==> src/rtl/fp_operand_sequencer.sv <==
// fp_operand_sequencer
// Button-driven sequencer for the FP adder board flow. Each debounced press
// loads one switch byte (MSB first) into operand A, then operand B. The
// adder is then launched with a one-cycle start pulse. The block waits for
// the sum, or gives up after TIMEOUT cycles, and finally shows the sum one
// byte per press on the LEDs.
//
// Optional feature macro: LED_ECHO_EN. When it is defined, the LEDs show
// live switches in the load states instead of the one-hot byte index.
//
// Ports:
//   clk, reset    : system clock, synchronous active-high reset
//   button        : debounced button level, synchronous to clk
//   sw[7:0]       : switch byte, written on a press in the load states
//   result[31:0]  : adder sum, valid while result_valid is high
//   result_valid  : one-cycle pulse from the adder
//   op_a, op_b    : operands to the adder
//   start         : one-cycle launch pulse
//   leds[7:0]     : display byte
//   state_code    : current state encoding
//   error         : high while in ERR
module fp_operand_sequencer #(
    parameter int TIMEOUT = 1000
) (
    input  logic        clk,
    input  logic        reset,
    input  logic        button,
    input  logic [7:0]  sw,
    input  logic [31:0] result,
    input  logic        result_valid,
    output logic [31:0] op_a,
    output logic [31:0] op_b,
    output logic        start,
    output logic [7:0]  leds,
    output logic [2:0]  state_code,
    output logic        error
);
    localparam int CW = (TIMEOUT > 2) ? $clog2(TIMEOUT) : 1;

    typedef enum logic [2:0] {
        LOAD_A = 3'd0,
        LOAD_B = 3'd1,
        START  = 3'd2,
        WAIT   = 3'd3,
        SHOW   = 3'd4,
        ERR    = 3'd5
    } state_t;

    state_t          state, state_n;
    logic [1:0]      idx, idx_n;
    logic [31:0]     op_a_n, op_b_n, res_q, res_n;
    logic [CW-1:0]   cnt, cnt_n;
    logic            btn_q;
    logic            press;
    logic [7:0]      leds_n;

    // Byte i addresses bits [31-8i -: 8], so index 0 is the MSB.
    function automatic logic [31:0] put_byte(input logic [31:0] w, input logic [1:0] i,
                                             input logic [7:0] b);
        logic [31:0] r;
        r = w;
        case (i)
            2'd0: r[31:24] = b;
            2'd1: r[23:16] = b;
            2'd2: r[15:8]  = b;
            default: r[7:0] = b;
        endcase
        return r;
    endfunction

    function automatic logic [7:0] get_byte(input logic [31:0] w, input logic [1:0] i);
        case (i)
            2'd0: return w[31:24];
            2'd1: return w[23:16];
            2'd2: return w[15:8];
            default: return w[7:0];
        endcase
    endfunction

    assign press = button & ~btn_q;

    always_comb begin
        state_n = state;
        idx_n   = idx;
        op_a_n  = op_a;
        op_b_n  = op_b;
        res_n   = res_q;
        cnt_n   = cnt;
        case (state)
            LOAD_A: if (press) begin
                op_a_n = put_byte(op_a, idx, sw);
                idx_n  = idx + 2'd1;
                if (idx == 2'd3) state_n = LOAD_B;
            end
            LOAD_B: if (press) begin
                op_b_n = put_byte(op_b, idx, sw);
                idx_n  = idx + 2'd1;
                if (idx == 2'd3) state_n = START;
            end
            START: begin
                cnt_n   = '0;
                idx_n   = 2'd0;
                state_n = WAIT;
            end
            WAIT: begin
                // A result on the terminal-count cycle still wins over timeout.
                if (result_valid) begin
                    res_n   = result;
                    idx_n   = 2'd0;
                    state_n = SHOW;
                end else if (cnt == CW'(TIMEOUT - 1)) begin
                    idx_n   = 2'd0;
                    state_n = ERR;
                end else begin
                    cnt_n = cnt + 1'b1;
                end
            end
            SHOW: if (press) begin
                idx_n = idx + 2'd1;
                if (idx == 2'd3) state_n = LOAD_A;
            end
            ERR: if (press) begin
                idx_n   = 2'd0;
                state_n = LOAD_A;
            end
            default: begin
                idx_n   = 2'd0;
                state_n = LOAD_A;
            end
        endcase

        // LEDs are registered, so they are built from the next-state view.
        leds_n = 8'h00;
        case (state_n)
`ifdef LED_ECHO_EN
            LOAD_A, LOAD_B: leds_n = sw;
`else
            LOAD_A, LOAD_B: leds_n = {4'b0000, 4'b0001 << idx_n};
`endif
            SHOW:    leds_n = get_byte(res_n, idx_n);
            ERR:     leds_n = 8'hFF;
            default: leds_n = 8'h00;
        endcase
    end

    always_ff @(posedge clk) begin
        if (reset) begin
            state      <= LOAD_A;
            idx        <= 2'd0;
            op_a       <= '0;
            op_b       <= '0;
            res_q      <= '0;
            cnt        <= '0;
            btn_q      <= button;   // held button through reset is not a press
            start      <= 1'b0;
            leds       <= 8'h01;
            state_code <= 3'd0;
            error      <= 1'b0;
        end else begin
            state      <= state_n;
            idx        <= idx_n;
            op_a       <= op_a_n;
            op_b       <= op_b_n;
            res_q      <= res_n;
            cnt        <= cnt_n;
            btn_q      <= button;
            start      <= (state_n == START);
            leds       <= leds_n;
            state_code <= state_n;
            error      <= (state_n == ERR);
        end
    end
endmodule

==> config.mk <==
export PLATFORM = sky130hd
export DESIGN_NAME = fp_operand_sequencer
export DESIGN_NICKNAME = d
export VERILOG_FILES = /design/src/rtl/fp_operand_sequencer.sv
export SDC_FILE = /design/constraint.sdc
export NUM_CORES = 1
export LEC_CHECK = 0
export CAP_MARGIN = 15
export CORE_MARGIN = 2
export CORE_UTILIZATION = 63
export CTS_CLUSTER_DIAMETER = 50
export DETAILED_ROUTE_END_ITERATION = 12
export DONT_BUFFER_PORTS = 1
export PLACE_DENSITY_LB_ADDON = 0.2
export SLEW_MARGIN = 40
export SYNTH_ARGS = -nofsm -noshare
export SYNTH_HDL_FRONTEND = slang
export SYNTH_SLANG_ARGS = --single-unit
==> constraint.sdc <==
create_clock -name clk -period 2.8 [get_ports clk]
set_clock_uncertainty 0.15 [all_clocks]
set_input_delay 0.42 -clock clk [delete_from_list [all_inputs] [get_ports clk]]
set_output_delay 0.42 -clock clk [all_outputs]
set_load 0.01 [all_outputs]
## After elaboration in Yosys (flattened, before gate mapping)

Index checks and enable logic that the tools add are counted.

| cells by class | value |
|---|---|
| add/sub/neg operators | 2 |
| equal/unequal tests | 17 |
| shift-type cells | 1 |
| muxes and demuxes | 22 |
| bitwise gates (word level) | 3 |
| reduce and logical (&&, ||, !) cells | 17 |

Operators by type and width:

| cell | number |
|---|---|
| $mux W32 | 2 |
| $pmux W8 S3 | 2 |
| $mux W3 | 9 |
| $reduce_and A3 Y1 | 9 |
| $mux W10 | 2 |
| $pmux W10 S2 | 1 |
| $pmux W3 S6 | 1 |
| $eq A3 B3 Y1 const B | 4 |
| $add A10 B1 Y10 const B | 1 |
| $eq A10 B10 Y1 const B | 1 |
| $eq A3 B2 Y1 const B | 3 |
| $mux W2 | 4 |
| $eq A2 B2 Y1 const B | 3 |
| $eq A3 B1 Y1 const B | 2 |
| $logic_not A3 Y1 | 2 |
| $pmux W2 S3 | 1 |
| $reduce_or A3 Y1 | 2 |
| $eq A2 B1 Y1 const B | 2 |
| $logic_not A2 Y1 | 2 |
| $ne A2 B2 Y1 const B | 2 |
| $shl A1 B2 Y4 const A | 1 |
| $add A2 B1 Y2 const B | 1 |
| $not A1 Y1 | 2 |
| $reduce_bool A2 Y1 | 1 |
| 2 further kinds | 2 |

| word-level totals | value |
|---|---|
| flip-flop bits (word level) | 122 |
| input port bits | 44 |
| word-level logic and storage cells | 78 |

## Depth between registers and ports, before layout

| logic depth | value |
|---|---|
| depth after elaboration | 7 |
| mapped depth | 10 |

## Least setup slack after synthesis

No wires, ideal clock.

| timing | value |
|---|---|
| path type | input -> register |
| start | input port button |
| end | register leds[0] |
| setup time | 127 ps |
| arrival | 2181 ps |
| required time | 2523 ps |
| path slack | 342 ps |
| cell stages on the path | 10 |
| path buffers | 2 |
| path through | nand2b_1 -> buf_2 -> ha_1 -> and3b_1 -> a211oi_4 -> a21o_1 -> buf_6 -> mux2i_1 -> a211oi_1 -> or3_1 |

| on the way | value |
|---|---|
| word-level cells in the longest chain between the ends | 6 |
| elaborated cells on any way between the ends | 20 |

Ends and longest elaborated chain:

| element | line | source |
|---|---|---|
| start: declaration | 27 | `input logic button,` |
| $and A1 B1 Y1 (*) | 80 | `assign press = button & ~btn_q;` |
| $mux W2 (tied with other cells) | 122 | `ERR: if (press) begin` |
| $pmux W2 S3 / $pmux W3 S6 (equally long branches) | 89 | `case (state)` |
| $eq A2 B2 Y1 (tied with other cells) | 72 | `case (i)` |
| $pmux W8 S3 / $reduce_or A2 Y1 (equally long branches) | 72, 134 |  |
| $pmux W8 S3 (*) | 134 | `case (state_n)` |
| end signal: assignment | 168 | `leds <= leds_n;` |
| end: declaration | 34 | `output logic [7:0] leds,` |

Every way passes the cells marked *; elsewhere a longest branch is shown, timed or not.
A chain may end at the register's enable or synchronous reset.

## Final worst setup path

| timing | value |
|---|---|
| start | register state[0] |
| end | register op_b[14] |

| on the way | value |
|---|---|
| word-level cells in the longest chain between the ends | 2 |

Ends and longest elaborated chain:

| element | line | source |
|---|---|---|
| start: declaration | 49 | `state_t state, state_n;` |
| start signal: assignment | 160 | `state <= state_n;` |
| $eq A3 B1 Y1 | 89 |  |
| $reduce_and A3 Y1 (no line) | -- |  |
| end signal: assignment | 163 | `op_b <= op_b_n;` |
| end: declaration | 32 | `output logic [31:0] op_b,` |

Every way passes these cells.

==> flow_summary.rst <==
.. list-table::
   :header-rows: 1

   * - Metric
     - Value
   * - Result of the run
     - completed
   * - Power, Total
     - 4.02 mW
   * - Avg WL per Cell
     - 19.4 um
   * - All-layer global routing usage
     - 34.8%
   * - Count of vias placed by the detailed router
     - 4974
   * - TritonCTS clock tree
     - built
   * - Clock net sink count
     - 122
   * - Estimated wirelength of the detail-placed design
     - 8790 um
   * - Worst hold-check path type
     - in2reg
   * - Total Die Area
     - 8860 um2
   * - DIE WIDTH
     - 94.1 um
   * - Share of final-layout standard cells stronger than drive strength 1
     - 10.8%
   * - Detailed-router iteration count before antenna repair
     - 7
   * - Final period util
     - 91.4%
   * - Most frequent cell on the critical path
     - nand2_1
   * - Critical path cell sequence
     - buf_4, inv_2, nor4_4, buf_6, nand2_1, nand2_1, a21oi_1, dlygate4sd3_1
   * - Synth-to-Final Area Change
     - 21.6%
   * - Terminus of the critical flop-to-flop path
     - op_b[14]$_SDFFE_PP0P_
   * - Number of antenna violations at the first check in global routing
     - 3
   * - Highest cell delay on the worst timing path
     - 0.57 ns
   * - Syn Nets
     - 681
   * - Net total in the final layout
     - 717
   * - Die Y-Extent
     - 94.1 um
   * - Ratio of routed vias to standard cells
     - 6.35
   * - Violation count after the first detailed-routing iteration
     - 367
   * - Residual overflow from global routing
     - 0
   * - Global placer's final weighted congestion
     - 0.914
   * - Buffers on Ports
     - 0
   * - Kind of critical path
     - reg2reg
   * - Root cell of the clock tree
     - clkbuf_8
   * - Startpoint kind of the worst setup timing path
     - register
   * - Clock latency reported for the late side of the worst-skew pair
     - 0.52 ns
   * - Final count of hold timing violations
     - 0
   * - Wire length of the first global-routing pass
     - 23800 um
   * - Instance count along the most critical hold path
     - 3
   * - Total routed wirelength
     - 15200 um
   * - Buffers inserted during post-CTS setup optimization
     - 0
   * - Crit Path Max Fanout
     - 30
   * - Asr flop ratio synth
     - 0%
   * - Post-synth EDFFs
     - 0
   * - Worst reg2reg setup slack
     - 0.24 ns
   * - Buffer levels on the longest clock path
     - 2
   * - Mapped cell area
     - 5120 um2
   * - Cells after synthesis
     - 631
   * - Ranking of synthesized cells by area
     - dfxtp_1, nand2_1, a21oi_1
   * - Max cap viols
     - 0
   * - Largest net degree at the start of global routing
     - 104
   * - Sequential share of the synthesized area
     - 47.7%
   * - Final slew viol count
     - 0
   * - Fin crit period
     - 2.56 ns
   * - Placed Cells
     - 706
   * - Type of element capturing the critical path
     - register
   * - Cell type of the slowest stage on the worst timing path
     - dlygate4sd3_1
   * - Reg2Reg Launch Point
     - state[0]$_SDFF_PP0_
   * - Startpoint of the tightest hold check path
     - result[29]
   * - Fillers
     - 542
   * - Area leader, netlist
     - dfxtp_1
   * - Number of warning messages in the yosys log
     - 0
   * - Drt drc
     - 0
   * - Destination of the worst hold path
     - leds[5]$_SDFF_PP0_
   * - I/O pin count
     - 121
   * - Pin slew with the least headroom to its limit
     - 0.737 ns
   * - Via count of the first global-routing pass
     - 4732
   * - Setup repair after global routing missed its margin
     - false
   * - Static power due to leakage
     - 2.13 nW
   * - Avg Inst Size Synth
     - 8.11 um2
   * - Max IR drop VDD
     - 0.489 mV
   * - CTS clk-pin slew, worst paths
     - 0.06 ns
   * - TritonCTS Buffers
     - 17
   * - Area of the core region
     - 7810 um2
   * - Final instance count without filler cells
     - 783
   * - Slew Limit Headroom
     - 50.5%
   * - Count of unique library cells instantiated by Yosys
     - 58
   * - Most numerous cell in the Yosys netlist
     - nand2_1
   * - Areal power density over the cells
     - 646 nW/um2
   * - Antenna viol nets, final
     - 0
   * - Highest achievable clock rate
     - 391 MHz
   * - Fraction of synthesized cell area taken by the top area cell type
     - 47.7%
   * - Num rows
     - 32
   * - Worst Reg2Reg Path Length in Cells
     - 8
   * - Data arrival time at the worst-slack endpoint
     - 2.82 ns
   * - WP data required
     - 3.06 ns
   * - Most common library cells after synthesis
     - nand2_1, dfxtp_1, a21oi_1
   * - Final total negative setup slack
     - 0 ns
   * - Setup violation total in the final timing report
     - 0
   * - Worst Hold Slack
     - 0.118 ns
   * - Synth Flop Type
     - dfxtp_1
   * - CTS H-tree lvls
     - 4
   * - Initial standard-cell utilization of the core
     - 65.6%
   * - Post-synthesis sequential element count
     - 122
-- worst max-delay path by stage --
stage,startpoint,endpoint,cells past startpoint
final,state[0]$_SDFF_PP0_,op_b[14]$_SDFFE_PP0P_,8
after global routing,state[0]$_SDFF_PP0_,op_b[14]$_SDFFE_PP0P_,8
after CTS,state[0]$_SDFF_PP0_,op_b[14]$_SDFFE_PP0P_,8
after detailed placement,state[2]$_SDFF_PP0_,leds[1]$_SDFF_PP0_,6
after global placement,idx[0]$_SDFF_PP0_,leds[0]$_SDFF_PP1_,7
after floorplan,button,leds[0]$_SDFF_PP1_,10
-- cells by family (layout without fill, tap and decap cells) --
kind of cell,Yosys count,after routing,synth area share (%)
AO/OA/AOI/OAI,155,155,18.0
XOR/XNOR,7,7,1.20
adder cells (fa/ha/maj),6,6,1.47
buffers and inverters,53,101,4.33
flip-flops,122,122,47.7
multiplexers,15,15,3.08
other,0,2,0
AND/OR/NAND/NOR,273,273,24.2
-- sequential cells by signal, summed over array words and instances (netlist names), 2 cells and up --
register / flops
cnt: 10
idx: 2
op_a: 32
op_b: 32
state: 3
leds: 8
res_q: 32
-- layer usage --
layer | up-vias | share of wire, % | track usage (%)
met2 | 291 | 47 | 54.9
li1 | 2257 | - | -
met5 | - | 0.15 | 0
met1 | 2362 | 39 | 44.5
met4 | 4 | 3.0 | 14.4
met3 | 60 | 11 | 10.3
-- worst max-delay path, delay by kind of cell (launching register included) --
family | cells | cell delay (ns)
simple gates | 3 | 0.67
compound gates | 1 | 0.06
flops | 1 | 0.42
buf+inv | 4 | 1.15
-- power by group --
group,switching (mW),leakage [nW],internal [mW]
Sequential,0.0188,0.985,1.75
Clock,0.823,0.262,1.18
Combinational,0.145,0.883,0.103
-- cell type report --
cell class	count	area (um2)	share of cell area (%)
clock buffers	18	418	6.71
inverters	5	18.8	0.301
flip-flops and latches	122	2440	39.2
multi-input cells	456	2470	39.7
repair buffers	65	619	9.95
diodes	2	5.00	0.0804
well taps	102	128	2.05
clock inverters	13	121	1.95
-- cells in the final DEF, fill, tap and decap left out, drive strengths merged, types with 8 or more instances in the layout --
| cell | n |
|---|---|
| a21oi | 110 |
| dlygate4sd3 | 43 |
| mux2i | 9 |
| inv | 8 |
| nand2 | 151 |
| clkbuf | 18 |
| nand3 | 70 |
| buf | 22 |
| dfxtp | 122 |
| nor2 | 18 |
| o21ai | 12 |
-- per-stage QoR --
stage	cell area, um2	util (%)	worst slack, ns
after global routing	6220	79.7	0.0294
after global placement	5220	66.8	0.420
after floorplan	5120	-	0.342
after detailed placement	5220	66.8	0.332
after CTS	6220	79.6	0.0854
final	6230	79.7	0.242
-- repair_timing --
action / 4_1_cts / 5_1_grt
endpoints found under the setup margin: 0 / 1
hold endpoints to repair: 106 / 0
resized for setup: 0 / 2
hold buffers: 44 / 0
No activity file was read; power rests on OpenSTA's default activity.
